==> src/rtl/wave_cfg_ctrl.sv <==
// wave_cfg_ctrl -- UART frame receiver that configures a photon wave generator.
//
// A frame is HEADER, seven payload bytes, then a modulo-256 checksum of the
// payload. A good frame is held in a shadow register. The controller then waits
// for the generator to finish its burst (or for the drain timeout). After that
// it updates the live configuration in one cycle and re-enables the generator.
//
// Ports:
//   clk             system clock, rising edge
//   rst             asynchronous, active-low reset
//   rx_byte/rx_valid received UART byte with its one-cycle strobe
//   gen_busy        generator is mid-burst; configuration must not change
//   gen_enable      run enable to the generator
//   cfg_*           live configuration (full width, detect eff, dead time,
//                   clock select, pulse count)
//   cfg_load        one-cycle pulse: cfg_* changed this cycle
//   frame_ok        one-cycle pulse, coincident with cfg_load
//   frame_err       one-cycle pulse on any error
//   err_code        last error: 0 none, 1 checksum, 2 timeout, 3 overrun
//   state_led       [2:0] state code, [3] sticky error flag
module wave_cfg_ctrl #(
  parameter logic [7:0] HEADER      = 8'hA5,
  parameter int         TIMEOUT_CYC = 50000
) (
  input  logic        clk,
  input  logic        rst,
  input  logic [7:0]  rx_byte,
  input  logic        rx_valid,
  input  logic        gen_busy,
  output logic        gen_enable,
  output logic [15:0] cfg_full_width,
  output logic [7:0]  cfg_detect_eff,
  output logic [7:0]  cfg_deadtime,
  output logic [7:0]  cfg_clk_sel,
  output logic [15:0] cfg_count,
  output logic        cfg_load,
  output logic        frame_ok,
  output logic        frame_err,
  output logic [1:0]  err_code,
  output logic [3:0]  state_led
);

  localparam int            CW       = $clog2(TIMEOUT_CYC + 1);
  localparam logic [CW-1:0] CNT_LAST = CW'(TIMEOUT_CYC - 1);

  localparam logic [1:0] ERR_CHECKSUM = 2'd1;
  localparam logic [1:0] ERR_TIMEOUT  = 2'd2;
  localparam logic [1:0] ERR_OVERRUN  = 2'd3;

  // The encodings are the LED codes, so state_led[2:0] is the state register.
  typedef enum logic [2:0] {
    S_IDLE    = 3'd1,
    S_PAYLOAD = 3'd2,
    S_CHECK   = 3'd3,
    S_DRAIN   = 3'd4,
    S_LOAD    = 3'd5
  } state_e;

  state_e           state_q, state_d;
  logic [2:0]       idx_q, idx_d;
  logic [7:0]       sum_q, sum_d;
  logic [CW-1:0]    cnt_q, cnt_d;
  logic [6:0][7:0]  shadow_q, shadow_d;
  logic [15:0]      fw_q, fw_d, count_q, count_d;
  logic [7:0]       deff_q, deff_d, dead_q, dead_d, csel_q, csel_d;
  logic             gen_enable_q, gen_enable_d;
  logic             cfg_load_q, cfg_load_d;
  logic             frame_ok_q, frame_ok_d;
  logic             frame_err_q, frame_err_d;
  logic [1:0]       err_code_q, err_code_d;
  logic             err_flag_q, err_flag_d;
  logic             err_set;
  logic [1:0]       err_val;
  logic             timed_out;

  // One counter serves two purposes. In PAYLOAD/CHECK it measures silence between
  // bytes. In DRAIN it measures how long gen_busy has been held.
  assign timed_out = (cnt_q == CNT_LAST);

  always_comb begin
    // NOTE: every variable gets a default here, so no path can infer a latch.
    state_d      = state_q;
    idx_d        = idx_q;
    sum_d        = sum_q;
    cnt_d        = cnt_q;
    shadow_d     = shadow_q;
    fw_d         = fw_q;
    deff_d       = deff_q;
    dead_d       = dead_q;
    csel_d       = csel_q;
    count_d      = count_q;
    gen_enable_d = gen_enable_q;
    cfg_load_d   = 1'b0;
    frame_ok_d   = 1'b0;
    frame_err_d  = 1'b0;
    err_code_d   = err_code_q;
    err_flag_d   = err_flag_q;
    err_set      = 1'b0;
    err_val      = 2'd0;

    unique case (state_q)
      S_IDLE: begin
        if (rx_valid && rx_byte == HEADER) begin
          state_d = S_PAYLOAD;
          idx_d   = 3'd0;
          sum_d   = 8'd0;
          cnt_d   = '0;
        end
      end

      S_PAYLOAD: begin
        if (rx_valid) begin
          shadow_d[idx_q] = rx_byte;
          sum_d           = sum_q + rx_byte;
          idx_d           = idx_q + 3'd1;
          cnt_d           = '0;
          if (idx_q == 3'd6) state_d = S_CHECK;
        end else if (timed_out) begin
          state_d = S_IDLE;
          err_set = 1'b1;
          err_val = ERR_TIMEOUT;
        end else begin
          cnt_d = cnt_q + CW'(1);
        end
      end

      S_CHECK: begin
        if (rx_valid) begin
          cnt_d = '0;
          if (rx_byte == sum_q) begin
            state_d      = S_DRAIN;
            gen_enable_d = 1'b0;
          end else begin
            state_d = S_IDLE;
            err_set = 1'b1;
            err_val = ERR_CHECKSUM;
          end
        end else if (timed_out) begin
          state_d = S_IDLE;
          err_set = 1'b1;
          err_val = ERR_TIMEOUT;
        end else begin
          cnt_d = cnt_q + CW'(1);
        end
      end

      S_DRAIN: begin
        // A byte arriving here is dropped. It does not restart the drain timer.
        if (rx_valid) begin
          err_set = 1'b1;
          err_val = ERR_OVERRUN;
        end
        if (!gen_busy || timed_out) begin
          state_d    = S_LOAD;
          fw_d       = {shadow_q[0], shadow_q[1]};
          deff_d     = shadow_q[2];
          dead_d     = shadow_q[3];
          csel_d     = shadow_q[4];
          count_d    = {shadow_q[5], shadow_q[6]};
          cfg_load_d = 1'b1;
          frame_ok_d = 1'b1;
        end else begin
          cnt_d = cnt_q + CW'(1);
        end
      end

      S_LOAD: begin
        if (rx_valid) begin
          err_set = 1'b1;
          err_val = ERR_OVERRUN;
        end
        state_d      = S_IDLE;
        gen_enable_d = 1'b1;
      end

      default: state_d = S_IDLE;
    endcase

    if (frame_ok_d) begin
      err_code_d = 2'd0;
      err_flag_d = 1'b0;
    end
    // If an overrun and a successful load land on the same edge, the error wins.
    if (err_set) begin
      frame_err_d = 1'b1;
      err_code_d  = err_val;
      err_flag_d  = 1'b1;
    end
  end

  always_ff @(posedge clk or negedge rst) begin
    if (!rst) begin
      state_q      <= S_IDLE;
      idx_q        <= 3'd0;
      sum_q        <= 8'd0;
      cnt_q        <= '0;
      // NOTE: the shadow is only seven bytes of flops, so it is reset along with
      // everything else.
      shadow_q     <= '0;
      fw_q         <= 16'd0;
      deff_q       <= 8'd0;
      dead_q       <= 8'd0;
      csel_q       <= 8'd0;
      count_q      <= 16'd0;
      gen_enable_q <= 1'b0;
      cfg_load_q   <= 1'b0;
      frame_ok_q   <= 1'b0;
      frame_err_q  <= 1'b0;
      err_code_q   <= 2'd0;
      err_flag_q   <= 1'b0;
    end else begin
      // NOTE: non-blocking assignments make every flop see pre-edge values.
      state_q      <= state_d;
      idx_q        <= idx_d;
      sum_q        <= sum_d;
      cnt_q        <= cnt_d;
      shadow_q     <= shadow_d;
      fw_q         <= fw_d;
      deff_q       <= deff_d;
      dead_q       <= dead_d;
      csel_q       <= csel_d;
      count_q      <= count_d;
      gen_enable_q <= gen_enable_d;
      cfg_load_q   <= cfg_load_d;
      frame_ok_q   <= frame_ok_d;
      frame_err_q  <= frame_err_d;
      err_code_q   <= err_code_d;
      err_flag_q   <= err_flag_d;
    end
  end

  assign gen_enable     = gen_enable_q;
  assign cfg_full_width = fw_q;
  assign cfg_detect_eff = deff_q;
  assign cfg_deadtime   = dead_q;
  assign cfg_clk_sel    = csel_q;
  assign cfg_count      = count_q;
  assign cfg_load       = cfg_load_q;
  assign frame_ok       = frame_ok_q;
  assign frame_err      = frame_err_q;
  assign err_code       = err_code_q;
  assign state_led      = {err_flag_q, state_q};

endmodule
==> config.mk <==
export PLATFORM = sky130hd
export DESIGN_NAME = wave_cfg_ctrl
export DESIGN_NICKNAME = d
export VERILOG_FILES = /design/src/rtl/wave_cfg_ctrl.sv
export SDC_FILE = /design/constraint.sdc
export NUM_CORES = 1
export LEC_CHECK = 0
export CAP_MARGIN = 30
export CORE_ASPECT_RATIO = 1.25
export CORE_UTILIZATION = 46
export CTS_BUF_LIST = sky130_fd_sc_hd__clkbuf_4 sky130_fd_sc_hd__clkbuf_8
export CTS_CLUSTER_SIZE = 12
export DETAILED_ROUTE_END_ITERATION = 7
export PLACE_DENSITY_LB_ADDON = 0.12
export SKIP_LAST_GASP = 1
export SLEW_MARGIN = 25
export SYNTH_ARGS = -nofsm -noshare
export SYNTH_HDL_FRONTEND = slang
export SYNTH_SLANG_ARGS = --single-unit
export TNS_END_PERCENT = 10
==> constraint.sdc <==
create_clock -name clk -period 3.2 [get_ports clk]
set_input_delay 0.32 -clock clk [delete_from_list [all_inputs] [get_ports clk]]
set_output_delay 0.32 -clock clk [all_outputs]
set_load 0.02 [all_outputs]
Word-level counts from Yosys, hierarchy flattened
Cells that the tools add are included.
Widths: inputs -> output; s select.
{ "word_totals": {"reg_bits": 148, "out_inout_bits": 66, "word_cells": 103} }
{ "classes": {"n_addsub": 3, "order_cmp": 2, "eq_ne": 17, "n_mux": 44, "reduce_logical": 16} }
{ "ops": {"columns": ["cell", "n"], "rows": [
  ["$mux 16", 4],
  ["$bwmux 56", 1],
  ["$pmux 16 s3", 1],
  ["$mux 3", 9],
  ["$demux 8 s3", 1],
  ["$mux 8", 3],
  ["$add 16x1->16 const B", 1],
  ["$eq 16x16->1 const B", 1],
  ["$pmux 8 s2", 1],
  ["$mux 1", 13],
  ["$mux 2", 6],
  ["$ne 2x2->1 const B", 6],
  ["$pmux 3 s4", 1],
  ["$eq 3x3->1 const B", 3],
  ["$reduce_and 3->1", 3],
  ["$add 8x8->8", 1],
  ["$eq 8x8->1", 1],
  ["$eq 8x8->1 const B", 1],
  ["$eq 3x2->1 const B", 2],
  ["$ne 3x3->1 const B", 2],
  ["$pmux 2 s3", 1],
  ["$pmux 3 s2", 1],
  ["$reduce_bool 2->1", 3],
  ["$lt 3x4->1 const B", 1],
  ["12 further kinds", 15]
]} }

Logic depth before layout (Yosys ltp)
{ "depth": {"word_depth": 6, "depth_mapped": 9, "depth_no_buf": 8} }

Worst setup path after synthesis
OpenSTA, ideal clock, no wires.
{ "synth_timing": {"kind": "flip-flop to flip-flop", "start": "reg state_q[2]", "end": "reg cnt_q[5]", "arrival_ns": 2.220, "setup_slack_ns": 0.851, "path_stages_with_launch": 8, "n_path_buf": 1, "cell_sequence": "dfrtp_1 buf_6 or3b_4 nor4_4 o22ai_2 or4_1 xor2_1 nor2_2"} }
{ "synth_via": {"elab_chain_cells": 4, "elab_cells_between_ends": 11, "classes_between": "eq/ne: 7; mux: 1; reduce/logical: 3"} }
{ "synth_lines": {"columns": ["item", "line_no", "text"], "rows": [
  ["start, declared", "59", "state_e state_q, state_d;"],
  ["start signal, assigned", "213", "state_q <= state_d;"],
  ["$eq 3x2->1", "101", "unique case (state_q)"],
  ["$reduce_or 2->1 (no line)", null, null],
  ["$ne 3x3->1 (no line) / $reduce_bool 3->1 (equally long branches)", null, null],
  ["$reduce_and 4->1 (no line)", null, null],
  ["end signal, assigned", "216", "cnt_q <= cnt_d;"],
  ["end, declared", "62", "logic [CW-1:0] cnt_q, cnt_d;"]
]} }
Several ways; a longest one is shown, not always the timed one.
A chain may end at the register's enable or synchronous reset.

Final worst setup path
{ "layout_timing": {"start": "reg cnt_q[0]", "end": "reg cnt_q[10]"} }
{ "layout_via": {"elab_chain_cells": 4, "elab_cells_between_ends": 10, "classes_between": "add/sub: 1; eq/ne: 3; mux: 4; reduce/logical: 2"} }
{ "layout_lines": {"columns": ["item", "line_no"], "rows": [
  ["$add 16x1->16 / $eq 16x16->1 (equally long branches)", null],
  ["$mux 16 / $logic_or 1x1->1 (equally long branches)", "118, 138, 153"],
  ["$mux 16 / $ne 2x2->1 (equally long branches)", null],
  ["$pmux 16 s3 / $reduce_and 4->1 (equally long branches)", null]
]} }
Several ways; a longest one is shown, not always the timed one. The select of a mux whose other input is x is not followed.

==> reports/results.ini <==
[run_status]
status = finished clean

[sta]
hold_violations = 0
tns_ps = 0
fin_skew_ps = 13.11
layout_min_cycle_time_ps = 2565
max_slew.worst_pin.slew_ps = 774.2
period_share_pct = 80.15
rsz0062_at_grt = false
setup_violations = 0
fmax_ghz = 0.3899
slew_headroom_pct = 48.20
slew_viol_final = 0

[floorplanning]
die-area_um2 = 14400
coreArea_um2 = 13410
start_util_pct = 47.77
ios = 78
fp.dieH_um = 133.9
rows = 47
die_w_um = 107.5

[routing]
vias = 4595
vias_per_cell = 5.343
drt_iter0_drc = 301
drc = 0
drtPass1Iterations = 4
drtAntennaViolNets = 0
wl_per_cell_um = 16.67
drt-total-wl_um = 14340

[yosys]
yosys-top-cells-area = dfrtp_1, nand2_1, mux2_2
synth.ff_latch_count = 148
syn_inst = 590
synth_area_um2 = 6405
post_synth.cell_area_avg_um2 = 10.86
ys_async_sr_fraction_pct = 100.0
yosysSeqAreaShare_pct = 57.84
synth_top_area_cell = dfrtp_1
synth_enable_flop_cells = 0
syn_nets = 615
netlist-cell-type-count = 57
ys_top_cells_by_count = nand2_1, dfrtp_1, mux2_2, nor2_1, o21ai_0
synth_most_common_cell = nand2_1
yosysWarnings = 0
synth_flop_cell = dfrtp_1
synth_top_area_share_pct = 57.43

[critical_path]
cp_cell_sequence = ha_1 > and3_1 > nand4_1 > a21o_2 > buf_4 > nand3_2 > or4_1 > a21oi_1
crit_family = simple AND/OR/NAND/NOR gates
end_kind = flip-flop
startpoint_type = flip-flop
crit_buf_inv = 1
crit_arrival_ps = 2930
critPathRequiredTime_ps = 3570
crit_type = reg2reg
cp_slowest_cell = buf_4
max_stage_delay_ps = 550
cp_max_fo = 65

[clock_network]
clockBufferDepth = 2
htreeDepth = 4
cts_resized = 0
cts_buffers = 17
clock_latency_ps = 440
ctsHoldBuffers = 1
clk_pin_slew_ps = 80
cts_setup_buffers = 0
cts_root_buf = clkbuf_8
clock-sinks = 148
cts_tree = built

[global_route]
grtUsageTotal_pct = 21.62
grt.overflow.total = 0
antenna_found_initial = 0
grt_pass1_wl_um = 23920
grt_max_degree = 83
grt_pass1_vias = 4691

[finish]
drive_above_1_share_pct = 17.71
nets = 701
fill_cells = 1138
synthToLayoutAreaGrowth_pct = 22.48
diodes = 0
post_layout_nonfiller_instances = 860

[place]
io_buffers = 77
placed_cells = 827
dp_hpwl_um = 9699
gp_congestion = 0.8556

[power_and_ir_drop]
peakVddDrop_mv = 0.2403
p_leak_uw = 0.003842
power_density_nw_per_um2 = 505.7

[flow_run]
max_cap_viol_count = 0

[worst_hold_path]
hp-class = reg2reg

## registers in the layout (all words and copies together), names as in the netlist
signal	count
frame_err	1
cnt_q	16
cfg_count	16
cfg_deadtime	8
shadow_q	56
sum_q	8
cfg_detect_eff	8
state_q	3
cfg_full_width	16
frame_ok	1
cfg_clk_sel	8
err_flag_q	1
idx_q	3
err_code	2
gen_enable	1
## worst paths after layout
path	from	end	slack, ps	cells past startpoint
setup / recovery	cnt_q[0]	cnt_q[10]	640	8
hold / removal	shadow_q[0]	cfg_full_width[8]	460	2
setup reg to reg	cnt_q[0]	cnt_q[10]	640	8
hold reg to reg	shadow_q[0]	cfg_full_width[8]	460	2
max in group asynchronous	rst	shadow_q[43]	1910	3
min in group asynchronous	rst	cnt_q[9]	490	2
## worst reg2reg max path, stage by stage, from the launching register on
cell     delay (ps)
dfrtp_1         420
ha_1            240
and3_1          230
nand4_1         120
a21o_2          160
buf_4           550
nand3_2         200
or4_1           430
a21oi_1         150
## area by class of cell
| cell class | count | area (um2) | area share (%) |
|---|---|---|---|
| Clock inverter | 13 | 172.7 | 2.201 |
| Sequential cell | 148 | 3705 | 47.22 |
| Inverter | 9 | 33.78 | 0.4306 |
| Clock buffer | 19 | 261.5 | 3.333 |
| Multi-Input combinational cell | 407 | 2551 | 32.52 |
| Tap cell | 171 | 214.0 | 2.727 |
| Timing Repair Buffer | 93 | 907.1 | 11.56 |
## report_power, final
part	switching (uW)	leakage [uW]	internal, uW
Sequential	88.0	0.00201	1940
Combinational	218	0.00161	166
Clock	732	0.000223	826
Total	1040	0.00384	2930
## layer usage
metal,GRT usage [%],up-vias,wire length [um]
li1,-,2154,-
met1,29.08,2315,6445
met2,34.97,110,7094
met3,4.519,16,555
met4,7.002,0,240
met5,0,-,0
## layout by cell type, fill, tap and decap left out, types with 10 or more instances in the layout
cell type        instances
buf_4                   14
nor2_1                  20
clkdlybuf4s50_1         76
dfrtp_1                147
clkbuf_8                19
nand4_1                 10
mux2_2                  56
o21ai_0                 20
nand2_1                192
ha_1                    12
## stage by stage
stage	setup WS [ps]	hold WS, ps	utilization [%]	cell area, um2	power (uW)
after floorplan	850.6	24.41	-	6405	2280
after global placement	510.2	419.6	55.20	7401	2421
after detailed placement	500.2	423.1	55.20	7401	2438
after CTS	616.5	469.8	58.51	7845	3998
after global routing	449.7	489.6	58.51	7845	4142
final	635.2	464.8	58.51	7845	3967
## logic make-up after synthesis
group	after synthesis	synth area share [%]
compound gates	53	5.392
buf+inv	35	2.344
simple gates	267	19.46
flops	148	57.84
xor+xnor	18	2.462
mux	56	9.846
fa+ha+maj	13	2.657
Note: power is estimated with default switching activity, not from simulation.
